File: src/rtl/voter_bist_if.sv
// voter_bist_if: bundles the self-test control, voter stimulus/response and status signals.
//   start    : request a self-test sweep (level-sampled)
//   a,b,c,d  : stimulus pattern to the voter under test (a = MSB, d = LSB)
//   y        : voter output under test
//   busy     : sweep in progress
//   done     : sweep complete, results valid
//   pass     : done with zero mismatches
//   err_cnt  : number of mismatching patterns (0..16)
//   fail_vec : bit i set when pattern i mismatched
// master = the BIST engine, slave = the environment (voter under test plus controller).
interface voter_bist_if;
    logic        start;
    logic        a, b, c, d;
    logic        y;
    logic        busy, done, pass;
    logic [4:0]  err_cnt;
    logic [15:0] fail_vec;
    modport master (input start, y, output a, b, c, d, busy, done, pass, err_cnt, fail_vec);
    modport slave (output start, y, input a, b, c, d, busy, done, pass, err_cnt, fail_vec);
endinterface

File: src/rtl/voter_bist.sv
// voter_bist: sweeps all 16 patterns into a 4-input majority voter and records mismatches.
//   clk   : system clock, rising edge
//   rst_n : asynchronous active-low reset
//   bus   : voter_bist_if.master (start, a..d, y, busy, done, pass, err_cnt, fail_vec)
// Each pattern is held DWELL cycles; y is sampled only on the last cycle of the hold.
module voter_bist #(
    parameter int unsigned DWELL = 10
) (
    input logic         clk,
    input logic         rst_n,
    voter_bist_if.master bus
);
    typedef enum logic [1:0] {IDLE, RUN, DONE} state_t;
    state_t      state;
    logic [3:0]  pattern;
    logic [7:0]  dwell;
    logic [4:0]  err_cnt;
    logic [15:0] fail_vec;
    logic        busy, done, pass;
    logic        last, expected, miss;
    assign {bus.a, bus.b, bus.c, bus.d} = pattern;
    assign bus.busy     = busy;
    assign bus.done     = done;
    assign bus.pass     = pass;
    assign bus.err_cnt  = err_cnt;
    assign bus.fail_vec = fail_vec;
    always_comb begin
        last     = dwell == 8'(DWELL - 1);
        expected = ({2'b0, pattern[3]} + {2'b0, pattern[2]} + {2'b0, pattern[1]} + {2'b0, pattern[0]}) >= 3'd3;
        miss     = last && (bus.y != expected);
    end
    // pattern wraps 15 -> 0 as the sweep ends, so a..d read 0 outside RUN without extra gating.
    // err_cnt cannot exceed 16: at most one increment per pattern.
    always_ff @(posedge clk or negedge rst_n) begin
        if (!rst_n) begin
            state    <= IDLE;
            pattern  <= 4'd0;
            dwell    <= 8'd0;
            err_cnt  <= 5'd0;
            fail_vec <= 16'd0;
            busy     <= 1'b0;
            done     <= 1'b0;
            pass     <= 1'b0;
        end else if (state == RUN) begin
            dwell <= last ? 8'd0 : dwell + 8'd1;
            if (miss) begin
                err_cnt          <= err_cnt + 5'd1;
                fail_vec[pattern] <= 1'b1;
            end
            if (last)
                pattern <= pattern + 4'd1;
            if (last && pattern == 4'd15) begin
                state <= DONE;
                busy  <= 1'b0;
                done  <= 1'b1;
                pass  <= err_cnt == 5'd0 && !miss;
            end
        end else begin
            state <= bus.start ? RUN : IDLE;
            busy  <= bus.start;
            done  <= 1'b0;
            pass  <= 1'b0;
            if (bus.start) begin
                pattern  <= 4'd0;
                dwell    <= 8'd0;
                err_cnt  <= 5'd0;
                fail_vec <= 16'd0;
            end
        end
    end
endmodule

File: src/flat_wrapper.sv
// flat-port wrapper written by rule: the top's interface ports become plain ports
module voter_bist_flat 
#(
    parameter int unsigned DWELL = 10
)
  (clk, rst_n, bus_start, bus_y, bus_a, bus_b, bus_c, bus_d, bus_busy, bus_done, bus_pass, bus_err_cnt, bus_fail_vec);
  voter_bist_if bus_i ();
  input logic clk;
  input logic rst_n;
  input wire logic [$bits(bus_i.start)-1:0] bus_start;
  input wire logic [$bits(bus_i.y)-1:0] bus_y;
  output wire logic [$bits(bus_i.a)-1:0] bus_a;
  output wire logic [$bits(bus_i.b)-1:0] bus_b;
  output wire logic [$bits(bus_i.c)-1:0] bus_c;
  output wire logic [$bits(bus_i.d)-1:0] bus_d;
  output wire logic [$bits(bus_i.busy)-1:0] bus_busy;
  output wire logic [$bits(bus_i.done)-1:0] bus_done;
  output wire logic [$bits(bus_i.pass)-1:0] bus_pass;
  output wire logic [$bits(bus_i.err_cnt)-1:0] bus_err_cnt;
  output wire logic [$bits(bus_i.fail_vec)-1:0] bus_fail_vec;
  assign bus_i.start = bus_start;
  assign bus_i.y = bus_y;
  assign bus_a = bus_i.a;
  assign bus_b = bus_i.b;
  assign bus_c = bus_i.c;
  assign bus_d = bus_i.d;
  assign bus_busy = bus_i.busy;
  assign bus_done = bus_i.done;
  assign bus_pass = bus_i.pass;
  assign bus_err_cnt = bus_i.err_cnt;
  assign bus_fail_vec = bus_i.fail_vec;
  voter_bist #(.DWELL(DWELL)) u_core (.clk(clk), .rst_n(rst_n), .bus(bus_i));
endmodule
File: config.mk
export PLATFORM = sky130hd
export DESIGN_NAME = voter_bist_flat
export DESIGN_NICKNAME = d
export VERILOG_FILES = /design/src/rtl/voter_bist_if.sv /design/src/rtl/voter_bist.sv /design/src/flat_wrapper.sv
export SDC_FILE = /design/constraint.sdc
export NUM_CORES = 1
export LEC_CHECK = 0
export BUFFER_PORTS_ARGS = -buffer_cell sky130_fd_sc_hd__buf_4
export CORE_UTILIZATION = 50
export CTS_CLUSTER_DIAMETER = 80
export CTS_CLUSTER_SIZE = 16
export DETAILED_ROUTE_END_ITERATION = 10
export MAX_ROUTING_LAYER = met4
export PLACE_DENSITY = 0.75
export SLEW_MARGIN = 20
export SYNTH_ARGS = -nofsm -noshare
export SYNTH_HDL_FRONTEND = slang
export SYNTH_SLANG_ARGS = --single-unit
File: constraint.sdc
create_clock -name clk -period 3.3 [get_ports clk]
set_clock_uncertainty 0.15 [all_clocks]
set_input_delay 0.66 -clock clk [delete_from_list [all_inputs] [get_ports clk]]
set_output_delay 0.66 -clock clk [all_outputs]
set_load 0.005 [all_outputs]
After elaboration in Yosys (flattened, before gate mapping)
Cells that the tools add are included.

operators by class
  $add $sub $neg = 6
  magnitude comparators = 3
  equality and inequality tests = 7
  multiplexer cells = 23
  bitwise operators = 1
  reductions and logical operators = 9

operators with widths
  cell                 count
  $mux 16              3
  $mux 8               3
  $or 16x16->16        1
  $mux 5               3
  $mux 4               3
  $add 8x1->8 const B  1
  $eq 8x4->1 const B   1
  $mux 1               8
  $add 3x1->3          2
  $add 5x1->5 const B  1
  $logic_not 5->1      1
  $lt 4x5->1 const B   1
  $add 4x1->4 const B  1
  $demux 1 s4          1
  $eq 4x4->1 const B   1
  $ge 4x1->1 const B   1
  $logic_and 1x1->1    4
  $mux 2               2
  $ne 2x1->1 const B   2
  $reduce_and 2->1     2
  $ge 3x2->1 const B   1
  $add 1x1->2          1
  $eq 2x1->1 const B   1
  $ne 2x2->1 const B   1
  other kinds (3)      3

storage, ports and cells
  register bits = 38
  input bits = 4
  output and inout port bits = 28

Longest topological paths before layout
Gate-level depths: netlist of run 1.

  word-level depth = 10
  mapped depth = 11

Worst setup path after synthesis of run 1
OpenSTA, ideal clock, no wires.

  path type = register to register
  start = register u_core.pattern[2]
  end = register u_core.err_cnt[1] (netlist: u_core.bus.err_cnt[1])
  setup time = 0.125 ns
  arrival time = 2.389 ns
  required time = 3.025 ns
  slack = 0.636 ns
  stages on the path, launching flop included = 11
  clock period less this slack = 2.664 ns
  cell sequence = dfrtp_1 -> inv_1 -> ha_1 -> inv_1 -> fa_1 -> inv_1 -> ha_1 -> nor2b_1 -> or3_1 -> nand3_4 -> mux2_4

between the ends
  cells in the longest elaborated chain, start to end = 8

ends and longest elaborated chain
  item                               RTL line          text
  start: declaration                 voter_bist.sv:15  logic [3:0] pattern;
  start signal: assignment           voter_bist.sv:51  pattern <= pattern + 4'd1;
  $add 1x1->2                        voter_bist.sv:29  expected = ({2'b0, pattern[3]} + {2'b0, pattern[2]} + {2'b0, pattern[1]} + {2'b0, pattern[0]}) >= 3'd3;
  $add 3x1->3 (2 in a row)           voter_bist.sv:29
  $ge 3x2->1                         voter_bist.sv:29
  $ne 1x1->1                         voter_bist.sv:30  miss = last && (bus.y != expected);
  $logic_and 1x1->1                  voter_bist.sv:30
  $ne 2x1->1 (no source line)        --
  $reduce_and 2->1 (no source line)  --
  end signal: assignment             voter_bist.sv:47  err_cnt <= err_cnt + 5'd1;
  end: declaration                   voter_bist.sv:17  logic [4:0] err_cnt;

No other way between the ends.
A chain may end at the register's enable or synchronous reset.

Worst setup path after layout of run 1
Ends and elaborated chain as after synthesis.

==> results_dict.tcl, run 1 <==
set metrics [dict create \
    slew_headroom 0.551 \
    drv.max_cap_violation_count 0 \
    layout.cells.most_common "dfrtp_1" \
    grtUsageMet2 0.346 \
    die_area_um2 4150 \
    drv_slew 0 \
    critical_path_capture_point_type "register" \
    critPathBufInv 3 \
    synth-edff-count 0 \
    critPathKind "reg -> reg" \
    grt.met3_usage 0.0518 \
    clock_insertion_delay_worst_skew_ns 0.29 \
    synth-async-reset-ratio 1.00 \
    postSynth.topFlopCell "dfrtp_1" \
    post_cts.repair.setup_buffers 0 \
    rsz_0062_raised_after_global_routing "no" \
    grt_max_degree 37 \
    core_um2 3690 \
    min_clock_period_post_route_ns 3.01 \
    type_of_the_most_critical_hold_path "in -> async" \
    width_of_the_chip_um 64.4 \
    slowest_delay_ns 0.46 \
    final_cell_mix "dfrtp_1 (36), buf_4 (32), nand2_1 (29), nand3_1 (23), ha_1 (13)" \
    grt_first_pass_wirelength_mm 6.78 \
    placement_row_count 22 \
    r2r_start "u_core.pattern[2]" \
    dpl_worst_slack_ns 0.246 \
    finalWorstSetupSlack_ns 0.285 \
    h-tree-depth 2 \
    worst-endpoint-required_ns 3.33 \
    combinational_family_with_the_most_area_after_synthesis "simple AND/OR/NAND/NOR gates" \
    syn-num-nets 215 \
    synth_compound_area_frac 0.134 \
    avg_synthesized_cell_area_um2 9.88 \
    max_root_sink_buffers 2 \
    count_of_buffers_from_port_buffering 31 \
    timing_worst_slew_pin_value_ns 0.674 \
    route.vias.total 1513 \
    syn-instance-count 197 \
    detail_route.drc_violations 0 \
    drt_first_iter_violations 81 \
    post_synth_num_cell_types 42 \
    final_min_period_over_clock_period 0.914 \
    finalInstanceArea_um2 2280 \
    via_count_of_the_first_global_routing_pass 1442 \
    crit_path_max_fanout 18 \
    crit_path_depth 10 \
    clock.fmax_mhz 332 \
    ys_warn_count 0 \
    design.portCount 32 \
    drt-vias-per-instance 5.46 \
    startpoint_type "register" \
    drt_first_pass_iters 4 \
    floorplan.initialDensity 0.528 \
    insertedDiodeCount 0 \
    power-per-cell-area_nw_per_um2 714 \
    cpMaxStageDelayCell "dfrtp_1" \
    final_nets 247 \
    globalRoute.busiestLayer "met2" \
    synth_simple_gate_area_share 0.228 \
    critical-path-top-delay-family "adder cells" \
    max-vdd-ir-drop_mv 0.341 \
    setup_viol 0 \
    syn2layout_area_growth_pct 17.2 \
    grt_use_met1 0.276 \
    globalRoute.totalOverflow 0 \
    detailedPlacementHpwl_mm 2.86 \
    place_area_um2 2200 \
    reg_to_reg_critical_path_endpoint "u_core.bus.err_cnt[1]" \
    route.antenna.remaining_nets 0 \
    path_common_cell "inv_1" \
    routabilityCongestion 0.809 \
    mappedNetlistArea_um2 1950 \
    worst-r2r-setup-slack_ns 0.29 \
    cts.sinks 36 \
    routed_wire_length_per_instance_um 14.4 \
    grt_antenna_before_repair 0 \
    cts_tree "done" \
    post_synth_fa_ha_maj_area_fraction 0.0938 \
    num-fill-cells 341 \
    cts_hold_bufs 0 \
    synth_xor_area_frac 0.00900 \
    layout-drive-gt1-share 0.236 \
    power.static_leakage_nw 1.07 \
    timing.critical_path.cells "inv_1 -> ha_1 -> inv_1 -> fa_1 -> inv_1 -> ha_1 -> nor2b_1 -> o21ai_0 -> nand3_4 -> mux2_4" \
    timing_hold_violations_final 0 \
    timing.setup.tns_ns 0 \
    synth_seq_area_share 0.463 \
    cts_root_buffer "clkbuf_8" \
    worst-r2r-cell-count 10 \
    die_h_um 64.4 \
    synth.area.mux_share 0.0334 \
    ys_seq_elements 36 \
    outcome "complete, no violations" \
    worst_setup_hold_path_clk_slew_ns 0.07 \
    global_route.usage.total 0.223 \
    postRouteWirelength_mm 3.99 \
    data_arrival_time_of_the_critical_path_ns 3.04 \
    cts_resized 0 \
    number_of_buffers_inserted_during_clock_tree_synthesis 5 \
]
## stage by stage
step | total power, mW | util | cells | hold slack (ns)
5_1_grt | 1.76 | 0.619 | 277 | 0.197
6_report | 1.63 | 0.619 | 277 | 0.163
3_3_place_gp | 1.31 | 0.598 | 270 | 0.316
4_1_cts | 1.64 | 0.619 | 277 | 0.184
2_1_floorplan | 1.11 | - | 197 | 0.214
3_5_place_dp | 1.34 | 0.598 | 270 | 0.317
## cell families (layout without fill, tap and decap cells)
group | Yosys count | count (layout)
simple gates | 83 | 83
xor+xnor | 2 | 2
flops | 36 | 36
fa+ha+maj | 14 | 14
mux | 6 | 6
compound gates | 40 | 40
buf+inv | 16 | 48
## state kept, by name, indices dropped and copies added, names as in the netlist
| name | flops |
|---|---|
| u_core.bus.done | 1 |
| u_core.bus.err_cnt | 5 |
| u_core.bus.fail_vec | 16 |
| u_core.bus.pass | 1 |
| u_core.dwell | 8 |
| u_core.pattern | 4 |
| u_core.state | 1 |
## worst max-delay path by stage
stage,endpoint,start,slack (ns)
after floorplan,u_core.bus.err_cnt[1],u_core.pattern[2],0.64
after global placement,u_core.bus.err_cnt[1],u_core.pattern[2],0.41
after detailed placement,u_core.bus.err_cnt[1],u_core.pattern[2],0.25
after CTS,u_core.bus.err_cnt[1],u_core.pattern[2],0.25
after global routing,u_core.bus.err_cnt[1],u_core.pattern[2],0.1
final,u_core.bus.err_cnt[1],u_core.pattern[2],0.29
## cell usage after synthesis (all sizes together), types with 2 or more instances
cell type,n,share of area
or4b,2,0.012
nor3,3,0.013
nor2b,2,0.0064
nand3,24,0.068
nand2b,5,0.016
ha,13,0.084
o21a,2,0.0077
nor4,3,0.013
clkbuf,3,0.0058
buf,4,0.016
dfrtp,36,0.46
mux2i,5,0.026
a41oi,2,0.0090
nor2,7,0.013
inv,9,0.017
nand4,2,0.0064
a21oi,7,0.018
o21ai,21,0.069
a31oi,4,0.013
and3,2,0.0071
nand2,29,0.056
## worst register-to-register path, delay by kind of cell, from the launching register on
kind                       cells  cell delay (ns)
DFF                            1             0.46
AOI/OAI and AO/OA              1             0.37
buffers and inverters          3             0.23
adders and majority gates      3             0.85
muxes                          1             0.37
and+or+nand+nor                2             0.48
## per-layer routing
metal / share of wire / up-vias
met5: 0 / -
met4: 0.021 / 0
met3: 0.043 / 9
met2: 0.48 / 35
met1: 0.45 / 712
li1: - / 757
## power by group
part,total [mW],switching [mW],leakage [nW],internal [mW]
Clock,0.297,0.153,0.0410,0.143
Combinational,0.626,0.324,0.563,0.302
Sequential,0.707,0.146,0.465,0.560
Total,1.63,0.624,1.07,1.01
## area by class of cell
cell class | count | area [µm²] | area share
Clock buffer | 6 | 72.6 | 0.0318
Inverter | 9 | 33.8 | 0.0148
Multi-Input combinational cell | 145 | 970 | 0.425
Timing Repair Buffer | 32 | 240 | 0.105
Clock inverter | 1 | 5.00 | 0.00219
Sequential cell | 36 | 901 | 0.395
Tap cell | 48 | 60.1 | 0.0263
Power figures use the tool's default switching activity.
==> run 2: changes to the inputs <==
--- a/config.mk
+++ b/config.mk
@@ -11,7 +11,7 @@
 export CTS_CLUSTER_SIZE = 16
 export DETAILED_ROUTE_END_ITERATION = 10
 export MAX_ROUTING_LAYER = met4
-export PLACE_DENSITY = 0.75
+export PLACE_DENSITY = 0.78
 export SLEW_MARGIN = 20
 export SYNTH_ARGS = -nofsm -noshare
 export SYNTH_HDL_FRONTEND = slang
==> results_dict.tcl, run 2 (synthesized netlist as in run 1, its figures left out) <==
set metrics [dict create \
    outcome "complete, no violations" \
    timing.setup.tns_ns 0 \
    timing_hold_violations_final 0 \
    slowest_delay_ns 0.46 \
    endpoint "u_core.bus.err_cnt[1]" \
    h-tree-depth 2 \
    dpl.cell_count 270 \
    dpl_worst_slack_ns 0.310 \
    width_of_the_chip_um 64.4 \
    routed_wire_length_per_instance_um 14.1 \
    wl_met2_mm 1.87 \
    data_arrival_time_of_the_critical_path_ns 3.03 \
    drt-vias-per-instance 5.65 \
    power.static_leakage_nw 1.07 \
    layout-drive-gt1-share 0.236 \
    max_root_sink_buffers 2 \
    crit_path_max_fanout 18 \
    via_count_of_the_first_global_routing_pass 1440 \
    path_common_cell "inv_1" \
    cts_hold_bufs 0 \
    reg.largest.list "u_core.bus.fail_vec x16, u_core.dwell x8, u_core.bus.err_cnt x5" \
    rsz_0062_raised_after_global_routing "no" \
    cts_root_buffer "clkbuf_8" \
    core_um2 3690 \
    final_nets 247 \
    postRouteWirelength_mm 3.92 \
    critPathKind "reg -> reg" \
    critPathLaunch "u_core.pattern[2]" \
    setup_viol 0 \
    route.antenna.remaining_nets 0 \
    drt_first_pass_iters 4 \
    worst-r2r-setup-slack_ns 0.29 \
    insertedDiodeCount 0 \
    power-per-cell-area_nw_per_um2 710 \
    critical_path_capture_point_type "register" \
    drt_first_iter_violations 70 \
    grt_first_pass_wirelength_mm 6.68 \
    startpoint_type "register" \
    grt_antenna_before_repair 0 \
    cts_tree "done" \
    worst-endpoint-required_ns 3.32 \
    drv_slew 0 \
    max_ffs_per_register 16 \
    clock.fmax_mhz 333 \
    syn2layout_area_growth_pct 17.2 \
    design.portCount 32 \
    global_route.usage.total 0.219 \
    worst-r2r-cell-count 10 \
    routed-wl-met3_um 170 \
    routabilityCongestion 0.809 \
    routed.top_layer "met4" \
    worst_setup_hold_path_clk_slew_ns 0.07 \
    wl_met1_mm 1.78 \
    final_min_period_over_clock_period 0.911 \
    cpMaxStageDelayCell "dfrtp_1" \
    number_of_buffers_inserted_during_clock_tree_synthesis 5 \
    detail_route.drc_violations 0 \
    max-vdd-ir-drop_mv 0.332 \
    count_of_buffers_from_port_buffering 31 \
    cts_resized 0 \
    detailedPlacementHpwl_mm 2.87 \
    floorplan.initialDensity 0.528 \
    reg_to_reg_critical_path_endpoint "u_core.bus.err_cnt[1]" \
    timing.critical_path.cells "inv_1 -> ha_1 -> inv_1 -> fa_1 -> inv_1 -> ha_1 -> nor2b_1 -> o21ai_0 -> nand3_4 -> mux2_4" \
    route.vias.total 1565 \
    r2r_start "u_core.pattern[2]" \
    clock_insertion_delay_worst_skew_ns 0.29 \
    grt_max_degree 37 \
    post_cts.repair.setup_buffers 0 \
    top_register "u_core.bus.fail_vec" \
    hold_ws_ns 0.164 \
    min_clock_period_post_route_ns 3.01 \
    placement_row_count 22 \
    cts.sinks 36 \
    timing_worst_slew_pin_value_ns 0.699 \
    type_of_the_most_critical_hold_path "in -> async" \
    drv.max_cap_violation_count 0 \
    globalRoute.totalOverflow 0 \
    layout.cells.most_common "dfrtp_1" \
    final-instance-count-excl-fill 277 \
    final_cell_mix "dfrtp_1 (36), buf_4 (32), nand2_1 (29), nand3_1 (23), ha_1 (13)" \
    finalWorstSetupSlack_ns 0.295 \
    post-route-util 0.619 \
    die_h_um 64.4 \
    die_area_um2 4150 \
    slew_headroom 0.534 \
]
-- run 2: cell counts in the layout (fill, tap and decap cells not counted) --
Identical to the previous run, type by type.
-- run 2: per-layer routing --
| layer | track usage | vias up |
|---|---|---|
| li1 | - | 763 |
| met1 | 0.273 | 749 |
| met2 | 0.334 | 42 |
| met3 | 0.0518 | 11 |
| met4 | 0.108 | 0 |
| met5 | - | - |
-- run 2: metrics by stage --
step / area (µm²) / power, mW
2_1_floorplan: 1950 / 1.11
3_3_place_gp: 2200 / 1.31
3_5_place_dp: 2200 / 1.34
4_1_cts: 2280 / 1.64
5_1_grt: 2280 / 1.76
6_report: 2280 / 1.62
-- run 2: how the worst min path moves through the flow --
stage	cells after the start	from	endpoint	slack [ns]
after detailed placement	2	u_core.bus.fail_vec[6]	u_core.bus.fail_vec[6]	0.32
after CTS	1	rst_n	u_core.dwell[4]	0.18
final	1	rst_n	u_core.bus.fail_vec[1]	0.16
after global routing	1	rst_n	u_core.bus.fail_vec[1]	0.20
after global placement	2	u_core.bus.fail_vec[3]	u_core.bus.fail_vec[3]	0.32
after floorplan	0	rst_n	u_core.bus.done	0.21
-- run 2: area by class of cell --
class | instances | area [µm²]
fillers | 327 | 1410
multi-input cells | 145 | 970
flip-flops and latches | 36 | 901
repair buffers | 32 | 240
clock buffers | 6 | 72.6
well taps | 48 | 60.1
inverters | 9 | 33.8
clock inverters | 1 | 5.00
-- run 2: report_power, final --
group	switching, mW	internal (mW)
Combinational	0.323	0.303
Sequential	0.145	0.561
Clock	0.146	0.143
-- run 2: critical path: cells and delay by family (launching register included) --
family | cells | cell delay (ns)
flops | 1 | 0.46
mux | 1 | 0.38
compound gates | 1 | 0.37
fa+ha+maj | 3 | 0.84
buf+inv | 3 | 0.21
simple gates | 2 | 0.48
==> run 3: changes to the inputs <==
==> constraint.sdc (replaced) <==
create_clock -name clk -period 3.3 [get_ports clk]
set_clock_uncertainty 0.15 [all_clocks]
set_input_delay 0 -clock clk [delete_from_list [all_inputs] [get_ports clk]]
set_output_delay 0 -clock clk [all_outputs]
set_load 0.005 [all_outputs]
==> results_dict.tcl, run 3 (synthesized netlist as in run 1, its figures left out) <==
set metrics [dict create \
    post-route-util 0.627 \
    clock.fmax_mhz 334 \
    layout-drive-gt1-share 0.233 \
    power.switching_mw 0.617 \
    width_of_the_chip_um 64.4 \
    setup_viol 0 \
    power.static_leakage_nw 1.08 \
    clock_insertion_delay_worst_skew_ns 0.29 \
    reg_to_reg_critical_path_endpoint "u_core.bus.err_cnt[1]" \
    critical_path_capture_point_type "register" \
    core_um2 3690 \
    min_clock_period_post_route_ns 3.00 \
    detailedPlacementHpwl_mm 2.87 \
    routabilityCongestion 0.809 \
    route.antenna.remaining_nets 0 \
    r2r_start "u_core.pattern[2]" \
    routed_wire_length_per_instance_um 14.1 \
    cts.sinks 36 \
    layout.cells.most_common "dfrtp_1" \
    cts_resized 0 \
    top_register "u_core.bus.fail_vec" \
    switching_share 0.379 \
    internal_dissipation_mw 1.01 \
    cts_root_buffer "clkbuf_8" \
    design.portCount 32 \
    grt_antenna_before_repair 0 \
    h-tree-depth 2 \
    die_area_um2 4150 \
    slew_headroom 0.531 \
    timing.setup.tns_ns 0 \
    power.share.combinational 0.387 \
    reg.largest.list "u_core.bus.fail_vec x16, u_core.dwell x8, u_core.bus.err_cnt x5" \
    global_route.usage.total 0.222 \
    timing_worst_slew_pin_value_ns 0.703 \
    pwr-share-seq 0.434 \
    drt-vias-per-instance 5.62 \
    drt_first_iter_violations 75 \
    placement_row_count 22 \
    max_root_sink_buffers 2 \
    worst-endpoint-required_ns 3.32 \
    via_count_of_the_first_global_routing_pass 1450 \
    number_of_buffers_inserted_during_clock_tree_synthesis 5 \
    critPathKind "reg -> reg" \
    detail_route.drc_violations 0 \
    drv.max_cap_violation_count 0 \
    insertedDiodeCount 0 \
    die_h_um 64.4 \
    finalWorstSetupSlack_ns 0.303 \
    final_min_period_over_clock_period 0.908 \
    count_of_buffers_from_port_buffering 31 \
    cts_hold_bufs 3 \
    power-per-cell-area_nw_per_um2 703 \
    drt_first_pass_iters 4 \
    register_area_um2 901 \
    worst-r2r-setup-slack_ns 0.30 \
    syn2layout_area_growth_pct 18.8 \
    num-fill-cells 324 \
    grt_first_pass_wirelength_mm 6.76 \
    max_ffs_per_register 16 \
    worst-r2r-cell-count 10 \
    max-vdd-ir-drop_mv 0.333 \
    dpl_worst_slack_ns 0.310 \
    grt_max_degree 37 \
    floorplan.initialDensity 0.528 \
    post_cts.repair.setup_buffers 0 \
    outcome "complete, no violations" \
    crit_path_max_fanout 18 \
    data_arrival_time_of_the_critical_path_ns 3.02 \
    timing_hold_violations_final 0 \
    globalRoute.totalOverflow 0 \
    final_cell_mix "dfrtp_1 (36), buf_4 (32), nand2_1 (29), nand3_1 (23), ha_1 (13)" \
    drv_slew 0 \
    multiInputGateArea_um2 970 \
    final_nets 250 \
    worst_setup_hold_path_clk_slew_ns 0.07 \
    cts_tree "done" \
    clkPwrFrac 0.179 \
    route.vias.total 1574 \
    postRouteWirelength_mm 3.94 \
    startpoint_type "register" \
    rsz_0062_raised_after_global_routing "no" \
    type_of_the_most_critical_hold_path "in -> async" \
]
[run 3: routing by layer]
| metal | global-route usage | wire length [µm] |
|---|---|---|
| met2 | 0.339 | 1910 |
| met5 | - | 0 |
| met4 | 0.108 | 91 |
| met1 | 0.275 | 1800 |
| met3 | 0.0518 | 146 |
[run 3: per-stage QoR]
| stage | hold WS (ns) | instances | power [mW] | instance area, µm² |
|---|---|---|---|---|
| 3_5_place_dp | -0.169 | 270 | 1.34 | 2200 |
| 2_1_floorplan | -0.446 | 197 | 1.11 | 1950 |
| 5_1_grt | 0.0930 | 280 | 1.76 | 2310 |
| 6_report | 0.0484 | 280 | 1.63 | 2310 |
| 3_3_place_gp | -0.173 | 270 | 1.31 | 2200 |
| 4_1_cts | 0.0643 | 280 | 1.64 | 2310 |
[run 3: worst max-delay path by stage]
stage                      start               endpoint  slack, ns  cells after the start
4_1_cts        u_core.pattern[2]  u_core.bus.err_cnt[1]       0.29                     10
6_report       u_core.pattern[2]  u_core.bus.err_cnt[1]       0.30                     10
2_1_floorplan  u_core.pattern[2]  u_core.bus.err_cnt[1]       0.64                     10
3_3_place_gp   u_core.pattern[2]  u_core.bus.err_cnt[1]       0.41                     10
5_1_grt        u_core.pattern[2]  u_core.bus.err_cnt[1]       0.15                     10
3_5_place_dp   u_core.pattern[2]  u_core.bus.err_cnt[1]       0.31                     10
[run 3: cell type report]
cell class | instances | share of cell area
clock buffers | 6 | 0.0314
clock inverters | 1 | 0.00216
inverters | 9 | 0.0146
multi-input cells | 145 | 0.419
flip-flops and latches | 36 | 0.390
well taps | 48 | 0.0260
repair buffers | 35 | 0.117
[run 3: power groups by stage]
stage,clock [mW],sequential [mW],combinational (mW)
floorplan,0,0.678,0.429
global placement,0,0.706,0.605
detailed placement,0,0.713,0.625
CTS,0.302,0.706,0.634
global route,0.323,0.726,0.711
finish,0.291,0.706,0.629
[run 3: critical path, stage by stage (launching register included)]
cell     delay (ns)
dfrtp_1        0.46
inv_1          0.11
ha_1           0.29
inv_1          0.04
fa_1           0.34
inv_1          0.06
ha_1           0.21
nor2b_1        0.16
o21ai_0        0.37
nand3_4        0.32
mux2_4         0.38
